<file path="config.mk">
export PLATFORM = sky130hd
export DESIGN_NAME = barrido_funcion_ctrl
export DESIGN_NICKNAME = d
export VERILOG_FILES = /design/src/rtl/barrido_funcion_ctrl.sv
export SDC_FILE = /design/constraint.sdc
export NUM_CORES = 1
export LEC_CHECK = 0
export CAP_MARGIN = 20
export CORE_UTILIZATION = 50
export CTS_CLUSTER_DIAMETER = 80
export DETAILED_ROUTE_END_ITERATION = 12
export PLACE_DENSITY = 0.87
export RECOVER_POWER = 50
export SETUP_SLACK_MARGIN = 0.5
export SLEW_MARGIN = 30
export SYNTH_ARGS = -nofsm -noshare
export SYNTH_HDL_FRONTEND = slang
export SYNTH_SLANG_ARGS = --single-unit
export TNS_END_PERCENT = 1
</file>
<file path="constraint.sdc">
create_clock -name clk -period 4.6 [get_ports clk]
set_input_delay 0.92 -clock clk [delete_from_list [all_inputs] [get_ports clk]]
set_output_delay 0.92 -clock clk [all_outputs]
set_load 0.02 [all_outputs]
</file>
<file path="src/rtl/barrido_funcion_ctrl.sv">
// Sweep controller: steps a 5-input function through all 32 vectors, captures F into a
// truth table and counts mismatches against EXPECTED. Define STOP_ON_ERR_EN to end on the first mismatch.
`timescale 1ns/1ps

module barrido_funcion_ctrl #(
  parameter int unsigned  SETTLE   = 1,
  parameter logic [31:0]  EXPECTED = 32'h0000_0000
) (
  input  logic        clk,
  input  logic        reset,
  input  logic        start,
  input  logic        f_in,
  output logic        X,
  output logic        Y,
  output logic        Z,
  output logic        K,
  output logic        M,
  output logic        busy,
  output logic        done,
  output logic [31:0] tabla,
  output logic [5:0]  err_count,
  output logic        error,
  output logic [4:0]  fail_idx
);

  typedef enum logic [1:0] {
    IDLE,
    APPLY,
    SAMPLE,
    DONE
  } state_t;

  localparam logic [7:0] SETTLE_LAST = 8'(SETTLE - 1);

  state_t     state;
  state_t     state_nx;
  logic [4:0] idx;
  logic [7:0] settle_cnt;
  logic       settle_last;
  logic       mismatch;
  logic       sweep_end;

  assign settle_last = (settle_cnt == SETTLE_LAST);
  assign mismatch    = (f_in != EXPECTED[idx]);

`ifdef STOP_ON_ERR_EN
  assign sweep_end = (idx == 5'd31) || mismatch;
`else
  assign sweep_end = (idx == 5'd31);
`endif

  always_ff @(posedge clk or posedge reset) begin
    if (reset) state <= IDLE;
    else       state <= state_nx;
  end

  always_comb begin
    // NOTE: default assigned before the case so every path drives state_nx and no latch is inferred.
    state_nx = state;
    case (state)
      IDLE:    if (start) state_nx = APPLY;
      APPLY:   if (settle_last) state_nx = SAMPLE;
      SAMPLE:  state_nx = sweep_end ? DONE : APPLY;
      DONE:    state_nx = IDLE;
      default: state_nx = IDLE;
    endcase
  end

  // Vector index, settle counter and results; the vector stays on the last index while idle.
  always_ff @(posedge clk or posedge reset) begin
    if (reset) begin
      // NOTE: registered state uses non-blocking assignments so all updates see pre-edge values.
      idx        <= '0;
      settle_cnt <= '0;
      tabla      <= '0;
      err_count  <= '0;
      fail_idx   <= '0;
    end else begin
      case (state)
        IDLE: begin
          if (start) begin
            idx        <= '0;
            settle_cnt <= '0;
            tabla      <= '0;
            err_count  <= '0;
            fail_idx   <= '0;
          end
        end
        APPLY: begin
          settle_cnt <= settle_cnt + 8'd1;
        end
        SAMPLE: begin
          tabla[idx] <= f_in;
          if (mismatch) begin
            err_count <= err_count + 6'd1;
            if (err_count == 6'd0) fail_idx <= idx;
          end
          if (!sweep_end) begin
            idx        <= idx + 5'd1;
            settle_cnt <= '0;
          end
        end
        default: ;
      endcase
    end
  end

  assign {X, Y, Z, K, M} = idx;
  assign busy  = (state == APPLY) || (state == SAMPLE);
  assign done  = (state == DONE);
  assign error = (err_count != 6'd0);

endmodule

</file>
* Word-level counts from Yosys, hierarchy flattened
Memory sizes are Yosys's and may differ from the RTL's.
Cells that the tools add are included.
** Storage, ports and cells
- ROM bits :: 32
- Input port bits :: 4
- Output and inout bits :: 51
- Memories kept :: 1
- Bits in latches :: 0
- Bits in registers :: 58
- Logic and storage cells :: 58
- Memory bits (writable) :: 0
** Cells by class
- $lt $le $gt $ge :: 2
- $add $sub $neg :: 3
- Divide/modulo/power cells :: 0
- Reductions and logical operators :: 14
- Multiply operators :: 0
- Bitwise operators :: 0
- Muxes and demuxes :: 22
- Shifts and indexed selects :: 0
- Equal/unequal tests :: 10
** Memory list
- (name not given) :: depth 32, width 1, rd ports 1, clocked after Yosys merged registers in 0, write ports 0, RTL line 44 : assign mismatch = (f_in != EXPECTED[idx]);
** Operator list (number)
- 32-bit one-hot mux with 2 select lines :: 1
- 32-bit bitwise mux :: 1
- 32-bit two-way mux :: 1
- 8-bit one-hot mux with 3 select lines :: 1
- 5-bit two-way mux :: 4
- 5-bit one-hot mux with 2 select lines :: 2
- 8-bit two-way mux :: 2
- 6-bit two-way mux :: 2
- 6-bit one-hot mux with 2 select lines :: 1
- 2-bit inequality test (second input constant) :: 5
- 3-bit AND reduction :: 3
- 8-bit by 1-bit adder with 8-bit output (second input constant) :: 1
- 8-bit logical NOT :: 1
- 2-bit one-hot mux with 4 select lines :: 1
- 6-bit by 1-bit adder with 6-bit output (second input constant) :: 1
- 6-bit logical NOT :: 1
- 5-bit by 6-bit < comparator with 1-bit output (second input constant) :: 1
- 2-bit two-way mux :: 3
- 6-bit nonzero test :: 1
- 5-bit by 1-bit adder with 5-bit output (second input constant) :: 1
- 1-bit demux with 5-bit select :: 1
- 5-bit equality test (second input constant) :: 1
- 5-bit by 1-bit greater-or-equal comparator with 1-bit output (second input constant) :: 1
- 2-bit equality test (second input constant) :: 2
- other kinds (10) :: 12

* Logic depth before layout (Yosys ltp)
- Depth after elaboration :: 6
- Mapped depth :: 10
- Gate-level depth less buffers :: 7

* Least setup slack after synthesis
OpenSTA, ideal clock, no wires.
- Path type :: flip-flop to flip-flop
- Start point :: register idx[1]
- End point :: register settle_cnt[5]
- Path buffers :: 3
- Library setup time :: 0.069 ns
- Period minus slack after synthesis :: 2.492 ns
- Arrival :: 2.424 ns
- Stages on the path, launching flop included :: 11
- Required time :: 4.531 ns
- Setup slack :: 2.108 ns
- Cell sequence :: dfrtp_1 -> ha_1 -> clkbuf_1 -> clkbuf_1 -> and3_1 -> ha_1 -> clkbuf_1 -> a21oi_1 -> nand3_1 -> or3_1 -> nand3_1
** Between the ends
- Word-level cells in the longest chain between the ends :: 3
** Ends and longest elaborated chain
- from (decl) :: RTL line 37 : logic [4:0] idx;
- from (signal assigned) :: RTL line 99 : idx <= idx + 5'd1;
- 5-bit equality test :: RTL line 49 : assign sweep_end = (idx == 5'd31);
- 2-bit inequality test (no line)
- 3-bit AND reduction (no line)
- to (signal assigned) :: RTL line 90 : settle_cnt <= settle_cnt + 8'd1;
- to (decl) :: RTL line 38 : logic [7:0] settle_cnt;
Every way passes these cells.
A chain may end at the register's enable or synchronous reset.

==> reports/metrics.csv <==
stage;metric;value;unit
timing;final period utilization;70.4;%
final_layout;# fillers;475;
clock_network;clk_lat worst skew;0.34;ns
yosys;Netlist cell types;46;
floorplan;die area;6230;µm²
final_layout;# diodes;0;
yosys;Synth Flop Type;dfrtp_1;
detailed_routing;Avg WL per Cell;15.9;µm
grt;Total GRT Usage;24.2;%
grt;grt total ovfl;0;
setup_path;Worst setup EP type;async pin;
detailed_routing;Routed WL;6.86;mm
detailed_routing;DRC;0;
setup_path;crit path max fanout;31;
run_status;status;finished, final reports clean;
grt;largest net degree at the start of global routing;32;
timing;clk_skew;0.00785;ns
floorplan;Core Region;5610;µm²
timing;Pins Over Slew Limit;0;
power_and_ir_drop;Clock power frac;48.4;%
final_layout;area grow syn2layout;25.3;%
final_layout;most frequent cells in the layout;58 x dfrtp_1, 40 x nand2_1, 38 x clkdlybuf4s50_1;
grt;first-pass GRT wire length;11.5;mm
placed_design;I/O Buffers;54;
power_and_ir_drop;power share of the sequential group;50.4;%
detailed_routing;vias per inst;5.92;
placed_design;Cells after DPL;416;
clock_network;Root Driver;clkbuf_8;
clock_network;CTS Sinks;58;
setup_path;CP Data Arrival Time;3.44;ns
yosys;post-synth top area share;49.0;%
job;Max-cap violations;0;
placed_design;GPL Wtd Cong;0.827;
yosys;syn_nets;322;
grt;vias in the first global route;2385;
final_layout;layout cells sized above 1;5.57;%
timing;Hold WS;0.509;ns
timing;Fin. Hold Viols;0;
yosys;post-synthesis sequential area ratio;49.0;%
worst_hold_path;Hold Crit Class;flip-flop to flip-flop;
final_layout;commonest non-fill, non-tap cell in the layout;dfrtp_1;
clock_network;TritonCTS buffer count;9;
clock_network;htree depth;3;
clock_network;CTS resizes;0;
grt;antenna violations before repair;0;
detailed_routing;Initial DRT Pass Iterations;4;
timing;setup TNS;0;ns
setup_path;Req. time, crit path;4.80;ns
floorplan;die height;79.0;µm
floorplan;boundary pin count;55;
clock_network;# Post-CTS Setup Buffers;0;
detailed_routing;detailed router's first-iteration violation count;222;
placed_design;Final HPWL DP;4.70;mm
clock_network;Post-CTS Hold Buffers;0;
timing;Slew Limit Headroom;2.48;%
floorplan;num rows;27;
yosys;Synth area leader;dfrtp_1;
clock_network;Reg clk slew, reported paths;0.06;ns
yosys;Ys Warns;0;
power_and_ir_drop;leakage;0.00165;µW
floorplan;Die W;79.0;µm
yosys;post-synthesis register bit count;58;
final_layout;final core utilization;66.2;%
yosys;cell count after synthesis;305;
timing;post-route minimum period;3.24;ns
detailed_routing;post-route antenna net violation count;0;
timing;RSZ-0062 raised after global routing;no;
yosys;largest cells by area after synthesis;dfrtp_1 49%, o21ai_0 5.7%, ha_1 5.5%, nand2_1 4.9%, a32o_1 4.1%;
clock_network;CTS tree;built;
final_layout;non-filler cells, final;431;
power_and_ir_drop;P_int;803;µW
setup_path;critical path type;input pin to async pin;
yosys;ys async rst share;100;%
setup_path;Startpoint Class;input pin;
timing;Max Clk Rate;0.309;GHz
power_and_ir_drop;combinational share of power;1.3;%
power_and_ir_drop;PwrDens;273;nW/µm²
power_and_ir_drop;maximum vdd drop;0.000147;V
floorplan;initial core utilization;52.8;%
power_and_ir_drop;switching share of power;20.7;%
yosys;syn avg cell area;9.71;µm²
yosys;number of synthesized flops with an enable pin;0;
final_layout;# nets final;372;
yosys;synthesized area;2960;µm²
power_and_ir_drop;Switch Pwr;210;µW
timing;endpoints failing setup;0;
timing;Least-Margin Pin Slew;1.46;ns
detailed_routing;via count;2550;
clock_network;CTS max path bufs;2;
## state kept, by name, summed over array words and instances, names as in the netlist
register / cells
state: 2
fail_idx: 5
settle_cnt: 8
tabla: 32
idx: 5
err_count: 6
## stage by stage
| stage | power (µW) | instance area, µm² | worst slack (ns) |
|---|---|---|---|
| 6_report | 1010 | 3710 | 1.36 |
| 3_3_place_gp | 533 | 3520 | 1.81 |
| 5_1_grt | 1040 | 3710 | 0.909 |
| 2_1_floorplan | 527 | 2960 | 2.11 |
| 3_5_place_dp | 534 | 3520 | 1.70 |
| 4_1_cts | 1020 | 3730 | 1.87 |
## per-layer routing
| layer | wire length, µm | global-route usage [%] | vias to the layer above |
|---|---|---|---|
| met3 | 380 | 6.44 | 15 |
| li1 | - | - | 1220 |
| met5 | 0 | 0 | - |
| met4 | 150 | 10.5 | 0 |
| met1 | 3060 | 32.0 | 1214 |
| met2 | 3270 | 37.5 | 101 |
## area by class of cell
| cell class | count | area (µm²) | share of cell area (%) |
|---|---|---|---|
| flip-flops and latches | 58 | 1450 | 39.1 |
| inverters | 13 | 48.8 | 1.31 |
| clock buffers | 13 | 169 | 4.55 |
| well taps | 72 | 90.1 | 2.43 |
| repair buffers | 55 | 544 | 14.7 |
| clock inverters | 2 | 35.0 | 0.944 |
| multi-input cells | 218 | 1370 | 37.0 |
## worst max-delay path, stage by stage
cell and delay, ns:
dlygate4sd3_1 0.53, inv_1 0.83, clkbuf_1 1.14
## cells by family (layout without fill, tap and decap cells)
kind of cell | Yosys count | count (layout) | synth area share [%]
AOI/OAI and AO/OA | 95 | 95 | 21.3
buffers and inverters | 29 | 83 | 4.22
adders and majority gates | 13 | 13 | 5.49
xor gates and xnor gates | 2 | 2 | 0.592
muxes | 2 | 2 | 0.845
DFF | 58 | 58 | 49.0
and+or+nand+nor | 106 | 106 | 18.5
## path summary, 6_finish.rpt
check	to	cells after the start	slack, ns	startpoint
setup / recovery	tabla[9]	3	1.36	reset
hold / removal	fail_idx[0]	1	0.51	fail_idx[0]
setup reg to reg	settle_cnt[5]	7	2.00	idx[1]
hold reg to reg	fail_idx[0]	1	0.51	fail_idx[0]
max in group clk	Z	1	1.87	idx[2]
min in group asynchronous	settle_cnt[7]	2	1.32	reset
## cells in the mapped netlist (4+ instances only)
| library cell | number |
|---|---|
| ha_1 | 13 |
| buf_2 | 4 |
| and2_1 | 6 |
| a32o_1 | 12 |
| o21ai_0 | 34 |
| and3_1 | 4 |
| o211ai_1 | 13 |
| nor2_1 | 10 |
| nand2_1 | 39 |
| nor2b_1 | 4 |
| nand3_1 | 17 |
| nand2b_1 | 4 |
| a21oi_1 | 12 |
| a31oi_1 | 6 |
| clkbuf_1 | 10 |
| inv_1 | 12 |
| dfrtp_1 | 58 |
| nand4_1 | 4 |
| a22o_1 | 6 |
## power by group through the flow
| stage | registers (µW) | clock network [µW] | logic [µW] |
|---|---|---|---|
| after floorplan | 520 | 0 | 7.73 |
| after global placement | 520 | 0 | 14.0 |
| after detailed placement | 520 | 0 | 14.4 |
| after CTS | 510 | 494 | 14.3 |
| after global routing | 510 | 520 | 15.2 |
| final | 510 | 490 | 12.9 |
Power figures use the tool's default switching activity.
